File: config.mk
export PLATFORM = sky130hd
export DESIGN_NAME = noc_link_tx_arbiter
export DESIGN_NICKNAME = d
export VERILOG_FILES = /design/src/rtl/noc_link_tx_arbiter.sv
export SDC_FILE = /design/constraint.sdc
export NUM_CORES = 1
export LEC_CHECK = 0
export BUFFER_PORTS_ARGS = -buffer_cell sky130_fd_sc_hd__buf_4
export CAP_MARGIN = 15
export CORE_AREA = 3 3 142 144
export DETAILED_ROUTE_END_ITERATION = 16
export DIE_AREA = 0 0 145 147
export PLACE_DENSITY = 0.55
export SYNTH_ARGS = -nofsm -noshare
export SYNTH_HDL_FRONTEND = slang
export SYNTH_SLANG_ARGS = --single-unit
File: constraint.sdc
create_clock -name clk_i -period 2.75 [get_ports clk_i]
set_clock_uncertainty 0.1 [all_clocks]
set_input_delay 0.1375 -clock clk_i [delete_from_list [all_inputs] [get_ports clk_i]]
set_output_delay 0.1375 -clock clk_i [all_outputs]
set_load 0.03 [all_outputs]
File: src/rtl/noc_link_tx_arbiter.sv
// Round-robin, packet-locked arbiter driving the write side of the
// off-chip NoC async-FIFO link; owns the gray write pointer.
module noc_link_tx_arbiter #(
  parameter int NUM_REQ     = 4,
  parameter int PACKET_SIZE = 64,
  parameter int AWIDTH      = 3
) (
  input  logic                           clk_i,
  input  logic                           reset_n_i,
  input  logic                           enable_i,
  input  logic [NUM_REQ-1:0]             req_valid_i,
  input  logic [NUM_REQ-1:0]             req_last_i,
  input  logic [NUM_REQ*PACKET_SIZE-1:0] req_data_i,
  output logic [NUM_REQ-1:0]             req_ready_o,
  output logic                           fifo_wen_o,
  output logic [AWIDTH-1:0]              fifo_waddr_o,
  output logic [PACKET_SIZE-1:0]         fifo_wdata_o,
  output logic [AWIDTH:0]                fifo_wptr_gray_o,
  input  logic [AWIDTH:0]                fifo_rptr_gray_i,
  output logic                           fifo_full_o,
  output logic [NUM_REQ-1:0]             grant_o,
  output logic [15:0]                    pkt_cnt_o
);

  localparam int IW = $clog2(NUM_REQ);
  localparam int PW = AWIDTH + 1;

  typedef enum logic {IDLE, LOCKED} state_t;

  state_t             state_q, state_d;
  logic [NUM_REQ-1:0] grant_q, grant_d;
  logic [IW-1:0]      win_q, win_d;
  logic [IW-1:0]      rr_q, rr_d;
  logic [IW-1:0]      arb_idx, win_inc;
  logic               arb_found;
  logic [PW-1:0]      wbin_q, wgray_q;
  logic [PW-1:0]      rsync1_q, rsync2_q;
  logic [PW-1:0]      wbin_inc;
  logic [15:0]        pkt_q;
  logic               full, xfer, done;
  int                 cand;

  assign full = wgray_q == {~rsync2_q[AWIDTH:AWIDTH-1],
                            rsync2_q[AWIDTH-2:0]};

  assign wbin_inc = wbin_q + PW'(1);
  assign win_inc  = (win_q == IW'(NUM_REQ - 1)) ? '0
                                               : win_q + IW'(1);

  // first valid source at or after rr_q, wrapping
  always_comb begin
    arb_found = 1'b0;
    arb_idx   = '0;
    cand      = 0;
    for (int k = 0; k < NUM_REQ; k++) begin
      cand = (int'(rr_q) + k) % NUM_REQ;
      if (!arb_found && req_valid_i[IW'(cand)]) begin
        arb_found = 1'b1;
        arb_idx   = IW'(cand);
      end
    end
  end

  always_comb begin
    state_d     = state_q;
    grant_d     = grant_q;
    win_d       = win_q;
    rr_d        = rr_q;
    req_ready_o = '0;
    xfer        = 1'b0;
    done        = 1'b0;
    unique case (state_q)
      IDLE: begin
        if (enable_i && arb_found) begin
          state_d = LOCKED;
          grant_d = NUM_REQ'(1) << arb_idx;
          win_d   = arb_idx;
        end
      end
      LOCKED: begin
        req_ready_o = grant_q & {NUM_REQ{~full}};
        xfer        = |(req_valid_i & req_ready_o);
        done        = xfer && req_last_i[win_q];
        if (done) begin
          state_d = IDLE;
          grant_d = '0;
          rr_d    = win_inc;
        end
      end
      default: state_d = IDLE;
    endcase
  end

  always_comb begin
    fifo_wdata_o = '0;
    if (state_q == LOCKED) begin
      for (int i = 0; i < NUM_REQ; i++) begin
        if (win_q == IW'(i))
          fifo_wdata_o = req_data_i[i*PACKET_SIZE +: PACKET_SIZE];
      end
    end
  end

  always_ff @(posedge clk_i or negedge reset_n_i) begin
    if (!reset_n_i) begin
      state_q  <= IDLE;
      grant_q  <= '0;
      win_q    <= '0;
      rr_q     <= '0;
      wbin_q   <= '0;
      wgray_q  <= '0;
      rsync1_q <= '0;
      rsync2_q <= '0;
      pkt_q    <= '0;
    end else begin
      state_q  <= state_d;
      grant_q  <= grant_d;
      win_q    <= win_d;
      rr_q     <= rr_d;
      rsync1_q <= fifo_rptr_gray_i;
      rsync2_q <= rsync1_q;
      if (xfer) begin
        wbin_q  <= wbin_inc;
        wgray_q <= wbin_inc ^ (wbin_inc >> 1);
      end
      if (done)
        pkt_q <= pkt_q + 16'd1;
    end
  end

  assign fifo_wen_o       = xfer;
  assign fifo_waddr_o     = wbin_q[AWIDTH-1:0];
  assign fifo_wptr_gray_o = wgray_q;
  assign fifo_full_o      = full;
  assign grant_o          = grant_q;
  assign pkt_cnt_o        = pkt_q;

endmodule

==> flow_results.xml, run 1 <==
<?xml version="1.0" encoding="UTF-8"?>
<metrics>
  <group name="logic_synthesis">
    <metric name="cell_accounting_for_the_most_synthesized_area" unit="">dfrtp_1</metric>
    <metric name="number_of_nets_produced_by_synthesis" unit="">893</metric>
    <metric name="syn_avg_cell_area" unit="um2">7.43</metric>
    <metric name="synth.distinct_cells" unit="">44</metric>
    <metric name="post_synthesis_instance_area" unit="mm2">0.00458</metric>
    <metric name="ys.flop_type" unit="">dfrtp_1</metric>
    <metric name="ys_ff_latch" unit="">40</metric>
    <metric name="synth_area_leaders" unit="">dfrtp_1 22%, a211o_1 12%, a221oi_1 12%</metric>
    <metric name="number_of_flops_mapped_to_enable_cells_by_yosys" unit="">0</metric>
    <metric name="fraction_of_post_synthesis_cell_area_in_the_top_cell_type_by_area" unit="%">21.9</metric>
    <metric name="postSynthCellCount" unit="">616</metric>
    <metric name="ffs_w_async_s_r_synth" unit="%">100</metric>
    <metric name="ys.warnings.count" unit="">0</metric>
    <metric name="synth_sequential_area_ratio" unit="%">21.9</metric>
  </group>
  <group name="critical_path">
    <metric name="path_delay_family" unit="">compound AO/OA/AOI/OAI gates</metric>
    <metric name="crit_path_top_delay_cell" unit="">a21oi_1</metric>
    <metric name="timing_worst_setup_path_type" unit="">flip-flop to output pin</metric>
    <metric name="worst_path_largest_cell_delay" unit="ns">0.44</metric>
    <metric name="r2r_start" unit="">fifo_wptr_gray_o[1]$_DFFE_PN0P_</metric>
    <metric name="worstPathRequired" unit="ns">2.51</metric>
    <metric name="timing.critical_path.from" unit="">win_q[0]$_DFFE_PN0P_</metric>
    <metric name="worst-path-max-fanout" unit="">31</metric>
    <metric name="r2r_worst_path_depth" unit="">5</metric>
    <metric name="critical_path_buf_inv_count" unit="">2</metric>
    <metric name="startpoint_type" unit="">flip-flop</metric>
    <metric name="endpoint_kind" unit="">output pin</metric>
    <metric name="critical_path_depth" unit="">6</metric>
    <metric name="critical_path_cell_list" unit="">inv_1 -&gt; ha_4 -&gt; a221oi_1 -&gt; a211o_1 -&gt; a21oi_1 -&gt; buf_4</metric>
    <metric name="r2r_setup_slack" unit="ns">0.67</metric>
    <metric name="end_point_of_the_critical_path" unit="">fifo_wdata_o[42]</metric>
    <metric name="crit-reg2reg-capture" unit="">pkt_cnt_o[13]$_DFFE_PN0P_</metric>
    <metric name="worst-endpoint-arrival" unit="ns">2.39</metric>
  </group>
  <group name="drt">
    <metric name="drt_iter0_markers" unit="">309</metric>
    <metric name="drc" unit="">0</metric>
    <metric name="detailedRoute.firstPassIterationCount" unit="">5</metric>
    <metric name="avgViaCountPerCell" unit="">4.85</metric>
    <metric name="via_count" unit="">5888</metric>
    <metric name="antenna_violating_nets_post_route" unit="">0</metric>
    <metric name="route.detailed.wl_per_inst" unit="um">18.8</metric>
    <metric name="totalWireLength" unit="um">22800</metric>
  </group>
  <group name="sta">
    <metric name="timing.final.hold_violations" unit="">0</metric>
    <metric name="max_slew.worst_pin.slew" unit="ns">0.687</metric>
    <metric name="setup_repair_after_global_routing_missed_its_margin" unit="">no</metric>
    <metric name="fin_ws" unit="ns">0.124</metric>
    <metric name="setup_violations" unit="">0</metric>
    <metric name="timing.final.crit_period" unit="ns">2.63</metric>
    <metric name="relSlewSlack" unit="%">54.1</metric>
    <metric name="setup_total_negative_slack" unit="ns">0</metric>
    <metric name="max_freq" unit="GHz">0.381</metric>
    <metric name="fin_crit_sh" unit="%">95.5</metric>
    <metric name="maxSlewViolCount" unit="">0</metric>
    <metric name="hold_slack" unit="ns">0.0947</metric>
  </group>
  <group name="power">
    <metric name="power_density" unit="mW/mm2">1280</metric>
    <metric name="report.power.total" unit="mW">10.1</metric>
    <metric name="static-leakage-power" unit="nW">4.01</metric>
    <metric name="ir_drop" unit="mV">0.769</metric>
  </group>
  <group name="floorplanning">
    <metric name="rows" unit="">50</metric>
    <metric name="fp.dieArea" unit="mm2">0.0213</metric>
    <metric name="dieHeight" unit="um">147</metric>
    <metric name="coreArea" unit="mm2">0.0188</metric>
    <metric name="starting_density_of_the_core" unit="%">24.3</metric>
    <metric name="floorplan.die.width" unit="um">145</metric>
    <metric name="ios" unit="">368</metric>
  </group>
  <group name="clock_network">
    <metric name="cts-htree-levels" unit="">2</metric>
    <metric name="cts_inserted_buffers" unit="">5</metric>
    <metric name="cts.sink_count" unit="">40</metric>
    <metric name="worstSkewPairLatency" unit="ns">0.28</metric>
    <metric name="clock-root-buffer" unit="">clkbuf_16</metric>
    <metric name="clock_tree_from_tritoncts" unit="">done</metric>
    <metric name="path_clk_slew" unit="ns">0.06</metric>
    <metric name="clock_tree_buf_depth" unit="">2</metric>
  </group>
  <group name="run_status">
    <metric name="outcome" unit="">complete, no violations</metric>
  </group>
  <group name="global_routing">
    <metric name="antenna_violations_before_repair" unit="">1</metric>
    <metric name="global_route.overflow_total" unit="">0</metric>
    <metric name="gr-usage-all-layers" unit="%">19.9</metric>
    <metric name="vias_in_the_first_global_route" unit="">5647</metric>
    <metric name="grt_pass1_wl" unit="um">34200</metric>
    <metric name="grt_max_degree" unit="">66</metric>
  </group>
  <group name="placed_design">
    <metric name="post-place-ws" unit="ns">0.414</metric>
    <metric name="gp_congestion" unit="">0.996</metric>
    <metric name="dp_hpwl" unit="um">18000</metric>
    <metric name="port_buffers" unit="">367</metric>
  </group>
  <group name="final_layout">
    <metric name="mostFrequentLayoutCell" unit="">buf_4</metric>
    <metric name="syn_to_final_growth" unit="%">73.2</metric>
    <metric name="design.final.nets" unit="">1230</metric>
    <metric name="drive_gt1_share" unit="%">43.5</metric>
    <metric name="layout.cells.most_common_list" unit="">381 x buf_4, 74 x nand2_1, 68 x inv_1, 67 x a21oi_1</metric>
    <metric name="nFillCells" unit="">1932</metric>
  </group>
  <group name="run">
    <metric name="cap_viol_max_count" unit="">0</metric>
  </group>
  <group name="hold_path">
    <metric name="hold_path_class" unit="">input port to flip-flop</metric>
  </group>
</metrics>
## power by group
part	internal, mW	switching, mW
Combinational	3.46	5.05
Clock	0.431	0.239
Sequential	0.738	0.195
Total	4.63	5.48
## worst min path at each step
stage / cells past startpoint / startpoint / to
detailed placement: 1 / reset_n_i / pkt_cnt_o[14]$_DFFE_PN0P_
global placement: 1 / reset_n_i / pkt_cnt_o[13]$_DFFE_PN0P_
floorplan: 0 / reset_n_i / fifo_wptr_gray_o[0]$_DFFE_PN0P_
CTS: 3 / enable_i / state_q$_DFF_PN0_
global route: 3 / enable_i / state_q$_DFF_PN0_
finish: 3 / enable_i / state_q$_DFF_PN0_
## area by class of cell
| type | instances | area [um2] | area share [%] |
|---|---|---|---|
| antenna | 1 | 2.50 | 0.0316 |
| clock buffer | 5 | 125 | 1.58 |
| clock inverter | 3 | 47.5 | 0.600 |
| inverter | 69 | 259 | 3.27 |
| multi-input combinational | 444 | 3110 | 39.2 |
| sequential | 40 | 1000 | 12.6 |
| tap | 260 | 325 | 4.10 |
| timing repair buffer | 393 | 3060 | 38.6 |
## stage by stage
step | std cells | area (um2) | util, %
floorplan | 616 | 4580 | -
global placement | 1200 | 7660 | 40.7
detailed placement | 1200 | 7660 | 40.7
CTS | 1213 | 7880 | 41.9
global route | 1215 | 7930 | 42.1
finish | 1215 | 7930 | 42.1
## cell families after synthesis
logic type / share of synthesized area, %
fa+ha+maj: 1.64
xor+xnor: 5.17
simple gates: 21.7
compound gates: 35.4
mux: 2.87
buf+inv: 11.4
flops: 21.9
## state kept, by name (all words and copies together) (netlist names)
register / flops
fifo_wptr_gray_o: 3
rsync1_q: 4
win_q: 2
pkt_cnt_o: 16
rr_q: 2
state_q: 1
wbin_q: 4
grant_o: 4
rsync2_q: 4
## worst min-delay path, stage by stage
cell and delay [ns]:
buf_4 0.11, o41ai_1 0.10, a21oi_1 0.08
## cell usage after synthesis, types with 2 or more instances
master	number
nand2_1	74
inv_1	69
a21oi_1	68
a211o_1	64
a221oi_1	64
nor2b_1	64
clkbuf_1	48
dfrtp_1	40
xor2_1	16
xnor2_1	11
buf_2	9
nor4_1	9
nand3_1	7
and2_1	6
ha_1	6
nand4_1	6
o21ai_0	5
and3_1	4
nor2_1	4
mux2_2	3
mux2_4	3
mux2i_1	3
nor4_2	3
o22ai_1	3
a22oi_1	2
a32o_1	2
and4_1	2
buf_1	2
clkbuf_2	2
nand2b_1	2
nor3_1	2
## per-layer routing
metal | vias up | wire [um] | global-route usage, %
met1 | 2711 | 9640 | 26.0
met5 | - | 0 | 0
met4 | 0 | 473 | 3.75
li1 | 2897 | - | -
met2 | 251 | 11100 | 33.7
met3 | 29 | 1600 | 4.81
## timing repair
item	4_1_cts	5_1_grt
endpoints found under the setup margin	0	23
hold buffers	5	0
buffers inserted	0	1
endpoints found under the hold margin	44	0
gates resized for setup	0	2
Note: power is estimated with default switching activity, not from simulation.
==> run 2, diff against run 1 <==
--- a/config.mk
+++ b/config.mk
@@ -5,6 +5,7 @@
 export SDC_FILE = /design/constraint.sdc
 export NUM_CORES = 1
 export LEC_CHECK = 0
+export ABC_AREA = 1
 export BUFFER_PORTS_ARGS = -buffer_cell sky130_fd_sc_hd__buf_4
 export CAP_MARGIN = 15
 export CORE_AREA = 3 3 142 144
==> run 2 against run 1 <==
Effect of this change:
- critical path depth increased by 2
- synthesized area decreased by 2.9%
- design area decreased by 2.3%
- fmax increased by 3.2%
- count of clock-buffer cells in the layout increased by 2
- combinational power decreased by 3.8%
- clock power increased by 5.1%
- power decreased by 3.0%
- die area unchanged
==> flow_results.xml, run 2 <==
<?xml version="1.0" encoding="UTF-8"?>
<metrics>
  <group name="run_status">
    <metric name="outcome" unit="">complete, no violations</metric>
  </group>
  <group name="logic_synthesis">
    <metric name="number_of_flops_mapped_to_enable_cells_by_yosys" unit="">0</metric>
    <metric name="synth_top_family_by_area" unit="">compound AO/OA/AOI/OAI gates</metric>
    <metric name="synth_area_leaders" unit="">dfrtp_1 23%, a21oi_1 15%, nor2_1 12%</metric>
    <metric name="fraction_of_post_synthesis_cell_area_in_the_top_cell_type_by_area" unit="%">22.5</metric>
    <metric name="top_count_cell_post_synth" unit="">nor2_1</metric>
    <metric name="number_of_nets_produced_by_synthesis" unit="">1017</metric>
    <metric name="synth_compound_area_share" unit="%">36.0</metric>
    <metric name="post_synth_xor_area_fraction" unit="%">4.50</metric>
    <metric name="synth.distinct_cells" unit="">31</metric>
    <metric name="ffs_w_async_s_r_synth" unit="%">100</metric>
    <metric name="synthSimpleGateAreaFrac" unit="%">25.5</metric>
    <metric name="syn_avg_cell_area" unit="um2">6.01</metric>
    <metric name="ys_ff_latch" unit="">40</metric>
    <metric name="synth_sequential_area_ratio" unit="%">22.5</metric>
    <metric name="yosys-mux-area-fraction" unit="%">0</metric>
    <metric name="ys.flop_type" unit="">dfrtp_1</metric>
    <metric name="cell_accounting_for_the_most_synthesized_area" unit="">dfrtp_1</metric>
    <metric name="postSynthCellCount" unit="">740</metric>
    <metric name="ys.warnings.count" unit="">0</metric>
    <metric name="post_synth_fa_ha_maj_area_fraction" unit="%">1.69</metric>
    <metric name="post_synthesis_instance_area" unit="mm2">0.00445</metric>
    <metric name="yosys-top-cells-count" unit="">144 x nor2_1, 131 x a21oi_1, 98 x nand2_1</metric>
  </group>
  <group name="power">
    <metric name="ir_drop" unit="mV">0.610</metric>
    <metric name="static-leakage-power" unit="nW">3.78</metric>
    <metric name="clock_power_share" unit="%">7.2</metric>
    <metric name="power_density" unit="mW/mm2">1270</metric>
    <metric name="power.share.switching" unit="%">57.5</metric>
    <metric name="report.power.total" unit="mW">9.81</metric>
    <metric name="power.share.sequential" unit="%">9.3</metric>
    <metric name="p_sw" unit="mW">5.65</metric>
    <metric name="power.internal" unit="mW">4.17</metric>
    <metric name="p_comb_share" unit="%">83.5</metric>
  </group>
  <group name="drt">
    <metric name="antenna_violating_nets_post_route" unit="">0</metric>
    <metric name="drt_iter0_markers" unit="">317</metric>
    <metric name="via_count" unit="">6359</metric>
    <metric name="drc" unit="">0</metric>
    <metric name="avgViaCountPerCell" unit="">4.76</metric>
    <metric name="detailedRoute.firstPassIterationCount" unit="">5</metric>
    <metric name="totalWireLength" unit="um">24300</metric>
    <metric name="route.detailed.wl_per_inst" unit="um">18.2</metric>
  </group>
  <group name="sta">
    <metric name="setup_violations" unit="">0</metric>
    <metric name="relSlewSlack" unit="%">46.8</metric>
    <metric name="max_slew.worst_pin.slew" unit="ns">0.797</metric>
    <metric name="max_freq" unit="GHz">0.393</metric>
    <metric name="timing.final.crit_period" unit="ns">2.55</metric>
    <metric name="timing.final.hold_violations" unit="">0</metric>
    <metric name="setup_total_negative_slack" unit="ns">0</metric>
    <metric name="maxSlewViolCount" unit="">0</metric>
    <metric name="fin_crit_sh" unit="%">92.5</metric>
    <metric name="setup_repair_after_global_routing_missed_its_margin" unit="">no</metric>
  </group>
  <group name="critical_path">
    <metric name="worst-endpoint-arrival" unit="ns">2.31</metric>
    <metric name="timing_worst_setup_path_type" unit="">flip-flop to output pin</metric>
    <metric name="worst-path-max-fanout" unit="">64</metric>
    <metric name="endpoint_kind" unit="">output pin</metric>
    <metric name="worstPathRequired" unit="ns">2.51</metric>
    <metric name="startpoint_type" unit="">flip-flop</metric>
    <metric name="r2r_worst_path_depth" unit="">12</metric>
  </group>
  <group name="floorplanning">
    <metric name="floorplan.die.width" unit="um">145</metric>
    <metric name="ios" unit="">368</metric>
    <metric name="fp.dieArea" unit="mm2">0.0213</metric>
    <metric name="starting_density_of_the_core" unit="%">23.6</metric>
    <metric name="dieHeight" unit="um">147</metric>
    <metric name="coreArea" unit="mm2">0.0188</metric>
    <metric name="rows" unit="">50</metric>
  </group>
  <group name="placed_design">
    <metric name="dp_hpwl" unit="um">18700</metric>
    <metric name="port_buffers" unit="">367</metric>
    <metric name="gp_congestion" unit="">0.955</metric>
  </group>
  <group name="clock_network">
    <metric name="worstSkewPairLatency" unit="ns">0.28</metric>
    <metric name="cts-htree-levels" unit="">2</metric>
    <metric name="cts.sink_count" unit="">40</metric>
    <metric name="clock_tree_from_tritoncts" unit="">done</metric>
    <metric name="cts_inserted_buffers" unit="">5</metric>
    <metric name="path_clk_slew" unit="ns">0.06</metric>
    <metric name="clock_tree_buf_depth" unit="">2</metric>
    <metric name="clock-root-buffer" unit="">clkbuf_16</metric>
  </group>
  <group name="global_routing">
    <metric name="grt_max_degree" unit="">65</metric>
    <metric name="global_route.overflow_total" unit="">0</metric>
    <metric name="gr-usage-all-layers" unit="%">21.0</metric>
    <metric name="antenna_violations_before_repair" unit="">4</metric>
    <metric name="grt_pass1_wl" unit="um">36000</metric>
    <metric name="vias_in_the_first_global_route" unit="">6075</metric>
  </group>
  <group name="run">
    <metric name="cap_viol_max_count" unit="">0</metric>
  </group>
  <group name="final_layout">
    <metric name="layout.cells.most_common_list" unit="">374 x buf_4, 144 x nor2_1, 131 x a21oi_1, 98 x nand2_1, 84 x o21ai_0</metric>
    <metric name="syn_to_final_growth" unit="%">74.2</metric>
    <metric name="design.final.nets" unit="">1348</metric>
    <metric name="drive_gt1_share" unit="%">38.5</metric>
    <metric name="mostFrequentLayoutCell" unit="">buf_4</metric>
    <metric name="flip_flop_count_of_the_largest_register_after_layout" unit="">16</metric>
  </group>
  <group name="hold_path">
    <metric name="hold_path_class" unit="">input port to flip-flop</metric>
    <metric name="min_path_cells" unit="">3</metric>
  </group>
</metrics>
run 2: worst paths after layout:
kind                                              to                       startpoint  slack (ns)
min reg2reg                    rsync2_q[0]$_DFF_PN0_            rsync1_q[0]$_DFF_PN0_        0.25
max reg2reg                pkt_cnt_o[12]$_DFFE_PN0P_  fifo_wptr_gray_o[1]$_DFFE_PN0P_        0.79
max in group asynchronous       win_q[1]$_DFFE_PN0P_                        reset_n_i        1.88
min in group asynchronous      rsync2_q[1]$_DFF_PN0_                        reset_n_i        0.28
min                                state_q$_DFF_PN0_                         enable_i        0.07
max                                 fifo_wdata_o[44]             win_q[1]$_DFFE_PN0P_        0.20
run 2: layout make-up:
class / instances / area, um2
well taps: 260 / 325
multi-input cells: 593 / 3050
repair buffers: 386 / 3010
flip-flops and latches: 40 / 1000
clock inverters: 1 / 30.0
fillers: 2029 / 11100
clock buffers: 7 / 153
diodes: 4 / 10.0
inverters: 45 / 171
run 2: logic make-up after synthesis:
kind of cell | after synthesis
flip-flops | 40
XOR/XNOR | 22
buffers and inverters | 107
adder cells (fa/ha/maj) | 6
AO/OA/AOI/OAI | 287
AND/OR/NAND/NOR | 278
run 2: per-layer routing:
metal | vias to the layer above | wire [um] | track usage (%)
li1 | 3185 | - | -
met1 | 2890 | 10500 | 27.5
met2 | 247 | 11400 | 34.5
met3 | 37 | 1720 | 5.06
met4 | 0 | 673 | 5.94
met5 | - | 0 | 0
run 2: power by group through the flow:
stage	registers [mW]	clock network, mW	logic, mW
after floorplan	1.02	0	5.11
after global placement	0.918	0	8.04
after detailed placement	0.922	0	8.06
after CTS	0.916	0.724	8.22
after global routing	0.941	0.752	8.88
final	0.917	0.704	8.19
run 2: critical path: stages (launching register included):
cell,delay (ns)
dfrtp_2,0.45
inv_1,0.14
ha_2,0.25
buf_12,0.28
a21oi_1,0.07
o31ai_1,0.23
o21ai_0,0.17
nor2_1,0.18
buf_4,0.18
run 2: repair_timing:
item | CTS | global route
gates cloned | 1 | 0
endpoints found under the setup margin | 1 | 35
hold buffers | 5 | 0
setup buffers | 0 | 1
hold endpoints to repair | 44 | 0
pin swaps | 1 | 1
gates resized for setup | 2 | 3
run 2: through the flow:
| stage | util, % | setup WS (ns) | cell area [um2] | std cells | hold WS, ns |
|---|---|---|---|---|---|
| global route | 41.1 | 0.0123 | 7740 | 1336 | 0.0797 |
| detailed placement | 39.5 | 0.285 | 7430 | 1317 | 0.0515 |
| finish | 41.1 | 0.205 | 7740 | 1336 | 0.0737 |
| global placement | 39.5 | 0.361 | 7430 | 1317 | 0.0534 |
| floorplan | - | 0.598 | 4450 | 740 | -0.258 |
| CTS | 41.0 | 0.00448 | 7710 | 1331 | 0.0761 |
